**src/rtl/ysyx_bus_arbiter_pkg.sv**
```systemverilog
// Shared types and helpers for the IFU/LSU memory-port arbiter.
package ysyx_bus_arbiter_pkg;

    // Width of the byte-strobe bus on both the LSU and memory sides.
    localparam int unsigned STRB_W = 4;

    // Fixed 3-bit encodings so state values read the same in every waveform.
    typedef enum logic [2:0] {
        StIdle    = 3'd0,
        StIfuReq  = 3'd1,
        StIfuRsp  = 3'd2,
        StIfuHold = 3'd3,
        StLsuReq  = 3'd4,
        StLsuRsp  = 3'd5
    } arb_state_e;

    // True while the IFU owns the bus; IFU waiting cycles are not counted then.
    function automatic logic is_ifu_state(input arb_state_e st);
        return (st == StIfuReq) || (st == StIfuRsp) || (st == StIfuHold);
    endfunction

    // True while a request is presented on the memory side.
    function automatic logic is_req_state(input arb_state_e st);
        return (st == StIfuReq) || (st == StLsuReq);
    endfunction

endpackage

```
**src/rtl/ysyx_bus_arbiter.sv**
```systemverilog
// Arbiter sharing the single core memory port between the IFU refill engine and the LSU.
// LSU has priority; a saturating counter of IFU waiting cycles lets the IFU win once it
// has waited STARVE_MAX cycles. An IFU refill holds the bus across both beats.
module ysyx_bus_arbiter
    import ysyx_bus_arbiter_pkg::*;
#(
    parameter int unsigned DATA_W     = 32,
    parameter int unsigned STARVE_MAX = 8
) (
    input  logic              clk,
    input  logic              rst,
    // IFU read port
    input  logic [DATA_W-1:0] ifu_araddr,
    input  logic              ifu_arvalid,
    input  logic              ifu_required,
    output logic [DATA_W-1:0] ifu_rdata_o,
    output logic              ifu_rvalid_o,
    // LSU port
    input  logic [DATA_W-1:0] lsu_addr,
    input  logic              lsu_valid,
    input  logic              lsu_wen,
    input  logic [DATA_W-1:0] lsu_wdata,
    input  logic [STRB_W-1:0] lsu_wstrb,
    output logic [DATA_W-1:0] lsu_rdata_o,
    output logic              lsu_rvalid_o,
    // Memory side
    output logic [DATA_W-1:0] m_addr_o,
    output logic              m_wen_o,
    output logic [DATA_W-1:0] m_wdata_o,
    output logic [STRB_W-1:0] m_wstrb_o,
    output logic              m_valid_o,
    input  logic              m_ready,
    input  logic [DATA_W-1:0] m_rdata,
    input  logic              m_rvalid
);

    localparam int unsigned CNT_W = (STARVE_MAX < 1) ? 1 : $clog2(STARVE_MAX + 1);
    localparam logic [CNT_W-1:0] CNT_MAX = CNT_W'(STARVE_MAX);

    arb_state_e        state_q, state_d;
    logic [DATA_W-1:0] addr_q, addr_d;
    logic              wen_q, wen_d;
    logic [DATA_W-1:0] wdata_q, wdata_d;
    logic [STRB_W-1:0] wstrb_q, wstrb_d;
    logic [CNT_W-1:0]  starve_cnt_q, starve_cnt_d;
    logic              last_ifu_q, last_ifu_d;

    logic starve_full;
    logic lsu_wins;
    logic ifu_wins;
    logic ifu_grant;

    // Arbitration decision, only acted on in StIdle.
    always_comb begin
        starve_full = (starve_cnt_q == CNT_MAX);
        lsu_wins    = lsu_valid && !(ifu_arvalid && starve_full);
        ifu_wins    = !lsu_wins && ifu_arvalid;
    end

    // Next-state logic and request latching.
    always_comb begin
        state_d    = state_q;
        addr_d     = addr_q;
        wen_d      = wen_q;
        wdata_d    = wdata_q;
        wstrb_d    = wstrb_q;
        last_ifu_d = last_ifu_q;
        ifu_grant  = 1'b0;

        unique case (state_q)
            StIdle: begin
                if (lsu_wins) begin
                    addr_d     = lsu_addr;
                    wen_d      = lsu_wen;
                    wdata_d    = lsu_wdata;
                    wstrb_d    = lsu_wstrb;
                    last_ifu_d = 1'b0;
                    state_d    = StLsuReq;
                end else if (ifu_wins) begin
                    addr_d     = ifu_araddr;
                    wen_d      = 1'b0;
                    wdata_d    = '0;
                    wstrb_d    = '0;
                    last_ifu_d = 1'b1;
                    ifu_grant  = 1'b1;
                    state_d    = StIfuReq;
                end
            end
            StIfuReq: begin
                if (m_ready) begin
                    state_d = StIfuRsp;
                end
            end
            StIfuRsp: begin
                if (m_rvalid) begin
                    state_d = ifu_required ? StIfuHold : StIdle;
                end
            end
            StIfuHold: begin
                // The bus stays with the IFU between refill beats; lsu_valid is not looked at.
                if (ifu_arvalid) begin
                    addr_d    = ifu_araddr;
                    ifu_grant = 1'b1;
                    state_d   = StIfuReq;
                end else if (!ifu_required) begin
                    state_d = StIdle;
                end
            end
            StLsuReq: begin
                if (m_ready) begin
                    state_d = StLsuRsp;
                end
            end
            StLsuRsp: begin
                if (m_rvalid) begin
                    state_d = StIdle;
                end
            end
            default: begin
                state_d = StIdle;
            end
        endcase
    end

    // Starvation counter: counts IFU waiting cycles outside IFU ownership, saturating.
    always_comb begin
        starve_cnt_d = starve_cnt_q;
        if (ifu_grant) begin
            starve_cnt_d = '0;
        end else if (ifu_arvalid && !is_ifu_state(state_q) && !starve_full) begin
            starve_cnt_d = starve_cnt_q + CNT_W'(1);
        end
    end

    // Memory-side request and response routing; everything is held at zero during reset.
    always_comb begin
        m_valid_o    = !rst && is_req_state(state_q);
        m_addr_o     = m_valid_o ? addr_q  : '0;
        m_wen_o      = m_valid_o && wen_q;
        m_wdata_o    = m_valid_o ? wdata_q : '0;
        m_wstrb_o    = m_valid_o ? wstrb_q : '0;

        ifu_rvalid_o = !rst && (state_q == StIfuRsp) && last_ifu_q && m_rvalid;
        lsu_rvalid_o = !rst && (state_q == StLsuRsp) && !last_ifu_q && m_rvalid;
        ifu_rdata_o  = ifu_rvalid_o ? m_rdata : '0;
        lsu_rdata_o  = lsu_rvalid_o ? m_rdata : '0;
    end

    // State and latched-request registers with synchronous reset.
    always_ff @(posedge clk) begin
        if (rst) begin
            state_q      <= StIdle;
            addr_q       <= '0;
            wen_q        <= 1'b0;
            wdata_q      <= '0;
            wstrb_q      <= '0;
            starve_cnt_q <= '0;
            last_ifu_q   <= 1'b0;
        end else begin
            state_q      <= state_d;
            addr_q       <= addr_d;
            wen_q        <= wen_d;
            wdata_q      <= wdata_d;
            wstrb_q      <= wstrb_d;
            starve_cnt_q <= starve_cnt_d;
            last_ifu_q   <= last_ifu_d;
        end
    end

endmodule
```
**config.mk**
```make
export PLATFORM = sky130hd
export DESIGN_NAME = ysyx_bus_arbiter
export DESIGN_NICKNAME = d
export VERILOG_FILES = /design/src/rtl/ysyx_bus_arbiter_pkg.sv /design/src/rtl/ysyx_bus_arbiter.sv
export SDC_FILE = /design/constraint.sdc
export NUM_CORES = 1
export LEC_CHECK = 0
export BUFFER_PORTS_ARGS = -buffer_cell sky130_fd_sc_hd__buf_2
export CAP_MARGIN = 20
export CELL_PAD_IN_SITES_DETAIL_PLACEMENT = 0
export CELL_PAD_IN_SITES_GLOBAL_PLACEMENT = 1
export CORE_UTILIZATION = 29
export DETAILED_ROUTE_END_ITERATION = 16
export GPL_TIMING_DRIVEN = 0
export HOLD_SLACK_MARGIN = 0.1
export MAX_ROUTING_LAYER = met4
export PLACE_DENSITY_LB_ADDON = 0.05
export SETUP_SLACK_MARGIN = 0.02
export SLEW_MARGIN = 20
export SYNTH_ARGS = -nofsm -noshare
export SYNTH_HDL_FRONTEND = slang
export SYNTH_SLANG_ARGS = --single-unit
```
**constraint.sdc**
```tcl
create_clock -name clk -period 2.3 [get_ports clk]
set_clock_uncertainty 0.15 [all_clocks]
set_input_delay 0.23 -clock clk [delete_from_list [all_inputs] [get_ports clk]]
set_output_delay 0.23 -clock clk [all_outputs]
set_load 0.02 [all_outputs]
```
* Word level (Yosys, flattened, before mapping) *
Cells that the tools add are included.

operators by class
  $add $sub $neg = 1
  eq/ne operators = 13
  multiplexer cells = 31
  reduce and logical (&&, ||, !) cells = 29

operators with widths
  cell                   count
  $mux W32               9
  $pmux W32 S2           1
  $mux W3                8
  $pmux W3 S6            1
  $logic_and A1 B1 Y1    13
  $mux W4                3
  $ne A2 B2 Y1 const B   5
  $mux W1                7
  $eq A3 B2 Y1 const B   2
  $eq A3 B3 Y1 const B   2
  $logic_not A1 Y1       6
  $ne A3 B3 Y1 const B   2
  $reduce_and A6 Y1      1
  $add A4 B1 Y4 const B  1
  $eq A4 B4 Y1 const B   1
  $reduce_bool A2 Y1     2
  $eq A3 B1 Y1 const B   1
  $logic_not A3 Y1       1
  $logic_or A1 B1 Y1     3
  $reduce_and A3 Y1      1
  $mux W2                1
  $pmux W1 S2            1
  $reduce_and A2 Y1      1
  $reduce_or A2 Y1       1

word-level totals
  bits in registers = 77
  input bits = 140
  output and inout port bits = 136
  logic and storage cells = 81

* Logic depth before layout (Yosys ltp) *
  depth after elaboration = 10
  depth in mapped cells = 8
  gate-level depth less buffers = 6

* Worst setup path after synthesis *
OpenSTA, ideal clock, no wires.

  path type = flip-flop to output port
  from = reg state_q[0]
  to = out lsu_rdata_o[22]
  arrival time = 1.490 ns
  required time = 1.920 ns
  slack = 0.430 ns
  stages on the path, launching flop included = 6
  path buffers = 2
  path through = dfxtp_1 -> buf_6 -> inv_4 -> nor4_4 -> buf_6 -> and2_1

on the way
  longest elaborated chain between the ends = 5

ends and longest elaborated chain
  element                            RTL line                 text
  from (decl)                        ysyx_bus_arbiter.sv:40   arb_state_e state_q, state_d;
  from (signal assigned)             ysyx_bus_arbiter.sv:152  state_q <= StIdle;
  from (signal assigned)             ysyx_bus_arbiter.sv:160  state_q <= state_d;
  $eq A3 B3 Y1                       ysyx_bus_arbiter.sv:144  lsu_rvalid_o = !rst && (state_q == StLsuRsp) && !last_ifu_q && m_rvalid;
  $logic_and A1 B1 Y1 (3 in series)  ysyx_bus_arbiter.sv:144
  net lsu_rvalid_o                   ysyx_bus_arbiter.sv:25   output logic lsu_rvalid_o,
  $mux W32                           ysyx_bus_arbiter.sv:146  lsu_rdata_o = lsu_rvalid_o ? m_rdata : '0;
  to (decl)                          ysyx_bus_arbiter.sv:24   output logic [DATA_W-1:0] lsu_rdata_o,

The timed path passes the listed nets, and every way through them passes these cells.

* Worst setup path after layout *
  from = reg state_q[1]
  to = out m_wdata_o[11]

on the way
  longest elaborated chain between the ends = 4
  elaborated cells on any way between the ends = 5
  those cells by class = eq/ne: 2; mux: 1; reduce/logical: 2

ends and longest elaborated chain
  element                                              RTL line                    text
  $eq A3 B1 Y1 / $eq A3 B3 Y1 (equally long branches)  ysyx_bus_arbiter_pkg.sv:24  return (st == StIfuReq) || (st == StLsuReq);
  $logic_or A1 B1 Y1 (*)                               ysyx_bus_arbiter_pkg.sv:24
  $logic_and A1 B1 Y1 (*)                              ysyx_bus_arbiter.sv:137     m_valid_o = !rst && is_req_state(state_q);
  $mux W32 (*)                                         ysyx_bus_arbiter.sv:140     m_wdata_o = m_valid_o ? wdata_q : '0;
  to (decl)                                            ysyx_bus_arbiter.sv:29      output logic [DATA_W-1:0] m_wdata_o,

Mark *: on every way between the ends. The rest lies on a longest branch, timed or not.

==> impl_metrics.json <==
{
  "ir_worst_vdd_mv": 0.478,
  "slew_headroom_pct": 50.6,
  "max_stage_delay_ns": 0.35,
  "ys.flop_type": "dfxtp_1",
  "drt-initial-drc-count": 214,
  "cts_max_level": 3,
  "rr_startpoint": "starve_cnt_q[0]",
  "grt_pass1_wl_mm": 24.3,
  "critPathMaxFanout": 10,
  "seq_area_frac_synth_pct": 35.9,
  "syn_nets": 670,
  "grt_max_degree": 15,
  "p_leak_nw": 3.73,
  "fin_crit_sh_pct": 95.9,
  "path_cells": "buf_8 > buf_4 > nor3_4 > buf_6 > clkbuf_4 > and2_4 > buf_2",
  "clock_path_buffers": 2,
  "async_flop_share_pct": 0,
  "rows": 44,
  "wl_per_cell_um": 14.7,
  "place_hpwl_mm": 11.8,
  "crit_end": "m_wdata_o[11]",
  "fp.dieH_um": 124,
  "grt_util_all_layers_pct": 21.2,
  "place_area_um2": 5890,
  "synth_edf_count": 0,
  "power_mw": 6.14,
  "initial_core_util_pct": 29.6,
  "synth_top_area_cell": "dfxtp_1",
  "dieArea_um2": 15300,
  "worstSetupEndpointType": "output pin",
  "fmax_ghz": 0.453,
  "io_pins": 276,
  "synth_area_um2": 4290,
  "hp-class": "input pin to flop",
  "cts_sinks": 77,
  "rr_endpoint": "addr_q[30]",
  "area_growth_pct": 79.8,
  "setup_viol": 0,
  "cellPowerDensity_nw_per_um2": 796,
  "crit_arrival_ns": 1.83,
  "period_minus_slack_ns": 2.21,
  "post-route-cell-area_um2": 7710,
  "ys_seq_elements": 77,
  "worstSetupPathType": "flop to output pin",
  "drive_gt1_share_pct": 40.8,
  "clk_pin_slew_ns": 0.06,
  "antenna_found_initial": 0,
  "r2r_cells": 8,
  "viasPerCell": 4.70,
  "drc": 0,
  "worstMarginPinSlew_ns": 0.737,
  "grt_pass1_vias": 4893,
  "finalHoldViolCount": 0,
  "io_buffers": 274,
  "syn_avg_cell_area_um2": 8.12,
  "final_net_count": 1071,
  "place_congestion": 0.805,
  "antenna_left": 0,
  "cts_tree": "built",
  "status": "finished clean",
  "rsz0062_at_grt": "true",
  "start_kind": "flop",
  "overflow": 0,
  "synth_area_leaders": "dfxtp_1 (36%), and2_1 (20%), a311oi_1 (6.5%)",
  "maxSlewViolCount": 0,
  "cap_violations": 0,
  "vias": 5250,
  "wl_mm": 16.4,
  "synthCells": 528,
  "critical_path.startpoint": "state_q[1]",
  "critPathRequiredTime_ns": 1.92,
  "yosysWarnings": 0,
  "ys_types": 47,
  "cts_made_buffers": 9,
  "core-area_um2": 14500,
  "cts_root_buf": "clkbuf_16",
  "n_antenna_cell": 0,
  "clk_latency_ns": 0.33,
  "cp_slowest_cell": "dfxtp_4",
  "die_w_um": 124,
  "final_core_util_pct": 53.3,
  "yosysTopAreaCellShare_pct": 35.9,
  "reg2reg_slack_ns": 0.12,
  "drtPass1Iterations": 5
}
## critical path: cells and delay by family (launching register included)
family | cells | cell delay, ns
flops | 1 | 0.35
buf+inv | 5 | 0.75
simple gates | 2 | 0.39
## per-layer routing
metal / vias to the layer above / global-route usage, % / wire length, um
met3: 12 / 3.85 / 888
met5: - / - / 0
met2: 195 / 38.4 / 8650
met1: 2431 / 23.9 / 6750
met4: 0 / 5.27 / 142
li1: 2612 / - / -
## where the power goes
group / leakage (nW) / internal (mW) / switching, mW
Clock: 0.145 / 0.852 / 0.587
Sequential: 0.636 / 1.71 / 0.185
Combinational: 2.95 / 1.25 / 1.56
## synthesized netlist by cell type, types with 2 or more instances
cell	instances
xor2_1	2
inv_1	4
nor4_4	2
buf_6	5
o21ai_0	2
nand2b_1	2
nand4_1	2
buf_2	17
mux2i_1	2
clkbuf_1	13
nand3_1	2
or2b_4	2
clkbuf_2	8
a21oi_1	35
ha_1	2
xnor2_1	2
a311oi_1	32
and2_1	135
and3_1	2
nor2_1	40
nor3_1	5
buf_4	6
nand2_1	68
a22oi_1	37
nand3b_1	3
dfxtp_1	77
## kinds of logic after synthesis
kind of cell,after synthesis,synth area share [%]
AND/OR/NAND/NOR,269,34.3
multiplexers,3,0.729
buffers and inverters,56,7.09
XOR/XNOR,4,0.817
AO/OA/AOI/OAI,117,20.5
flip-flops,77,35.9
adder cells (fa/ha/maj),2,0.583
## cells in the final DEF, fill, tap and decap left out, drive strengths merged, types with 7 or more instances in the layout
| master | Yosys | layout |
|---|---|---|
| clkbuf | 21 | 27 |
| buf | 29 | 322 |
| nand2 | 68 | 68 |
| inv | 5 | 7 |
| a22oi | 37 | 37 |
| nor3 | 7 | 7 |
| a311oi | 32 | 32 |
| nor2 | 40 | 40 |
| dfxtp | 77 | 77 |
| a21oi | 35 | 35 |
| and2 | 136 | 136 |
| dlygate4sd3 | 0 | 101 |
## area by class of cell
cell class	count	area, um^2
Fill cell	1430	6770
Timing Repair Buffer	390	2750
Multi-Input combinational cell	395	2510
Sequential cell	77	1550
Buffer	50	345
Tap cell	184	230
Clock buffer	10	229
Clock inverter	6	71.3
Inverter	6	25.0
## stage by stage
| stage | TNS (ns) | hold slack, ns | setup slack [ns] | cells |
|---|---|---|---|---|
| 6_report | 0 | 0.187 | 0.0937 | 1118 |
| 5_1_grt | -0.00880 | 0.216 | -0.00880 | 1118 |
| 4_1_cts | 0 | 0.174 | 0.000430 | 1117 |
| 3_5_place_dp | 0 | 0.327 | 0.0884 | 986 |
| 3_3_place_gp | 0 | 0.321 | 0.0975 | 986 |
| 2_1_floorplan | 0 | 0.240 | 0.430 | 528 |
## sequential cells by signal (all words and copies together) (netlist names)
| signal | count |
|---|---|
| addr_q | 32 |
| wdata_q | 32 |
| starve_cnt_q | 4 |
| wstrb_q | 4 |
| state_q | 3 |
| last_ifu_q | 1 |
| wen_q | 1 |
## how the worst min path moves through the flow
stage                            start     endpoint  slack (ns)  depth (start not counted)
after floorplan           lsu_addr[10]   addr_q[10]        0.24                          2
after global placement      wdata_q[1]   wdata_q[1]        0.32                          2
after detailed placement   wdata_q[30]  wdata_q[30]        0.33                          2
after CTS                    lsu_valid   state_q[2]        0.17                          4
after global routing         lsu_valid   state_q[2]        0.22                          4
final                        lsu_valid   state_q[2]        0.19                          4
## timing repair
action,CTS,global route
endpoints found under the setup margin,132,131
hold buffers,101,0
resized for setup,102,42
pin swaps,6,4
buffers inserted,11,1
gates cloned,3,0
hold endpoints to repair,69,0
No activity file was read; power rests on OpenSTA's default activity.
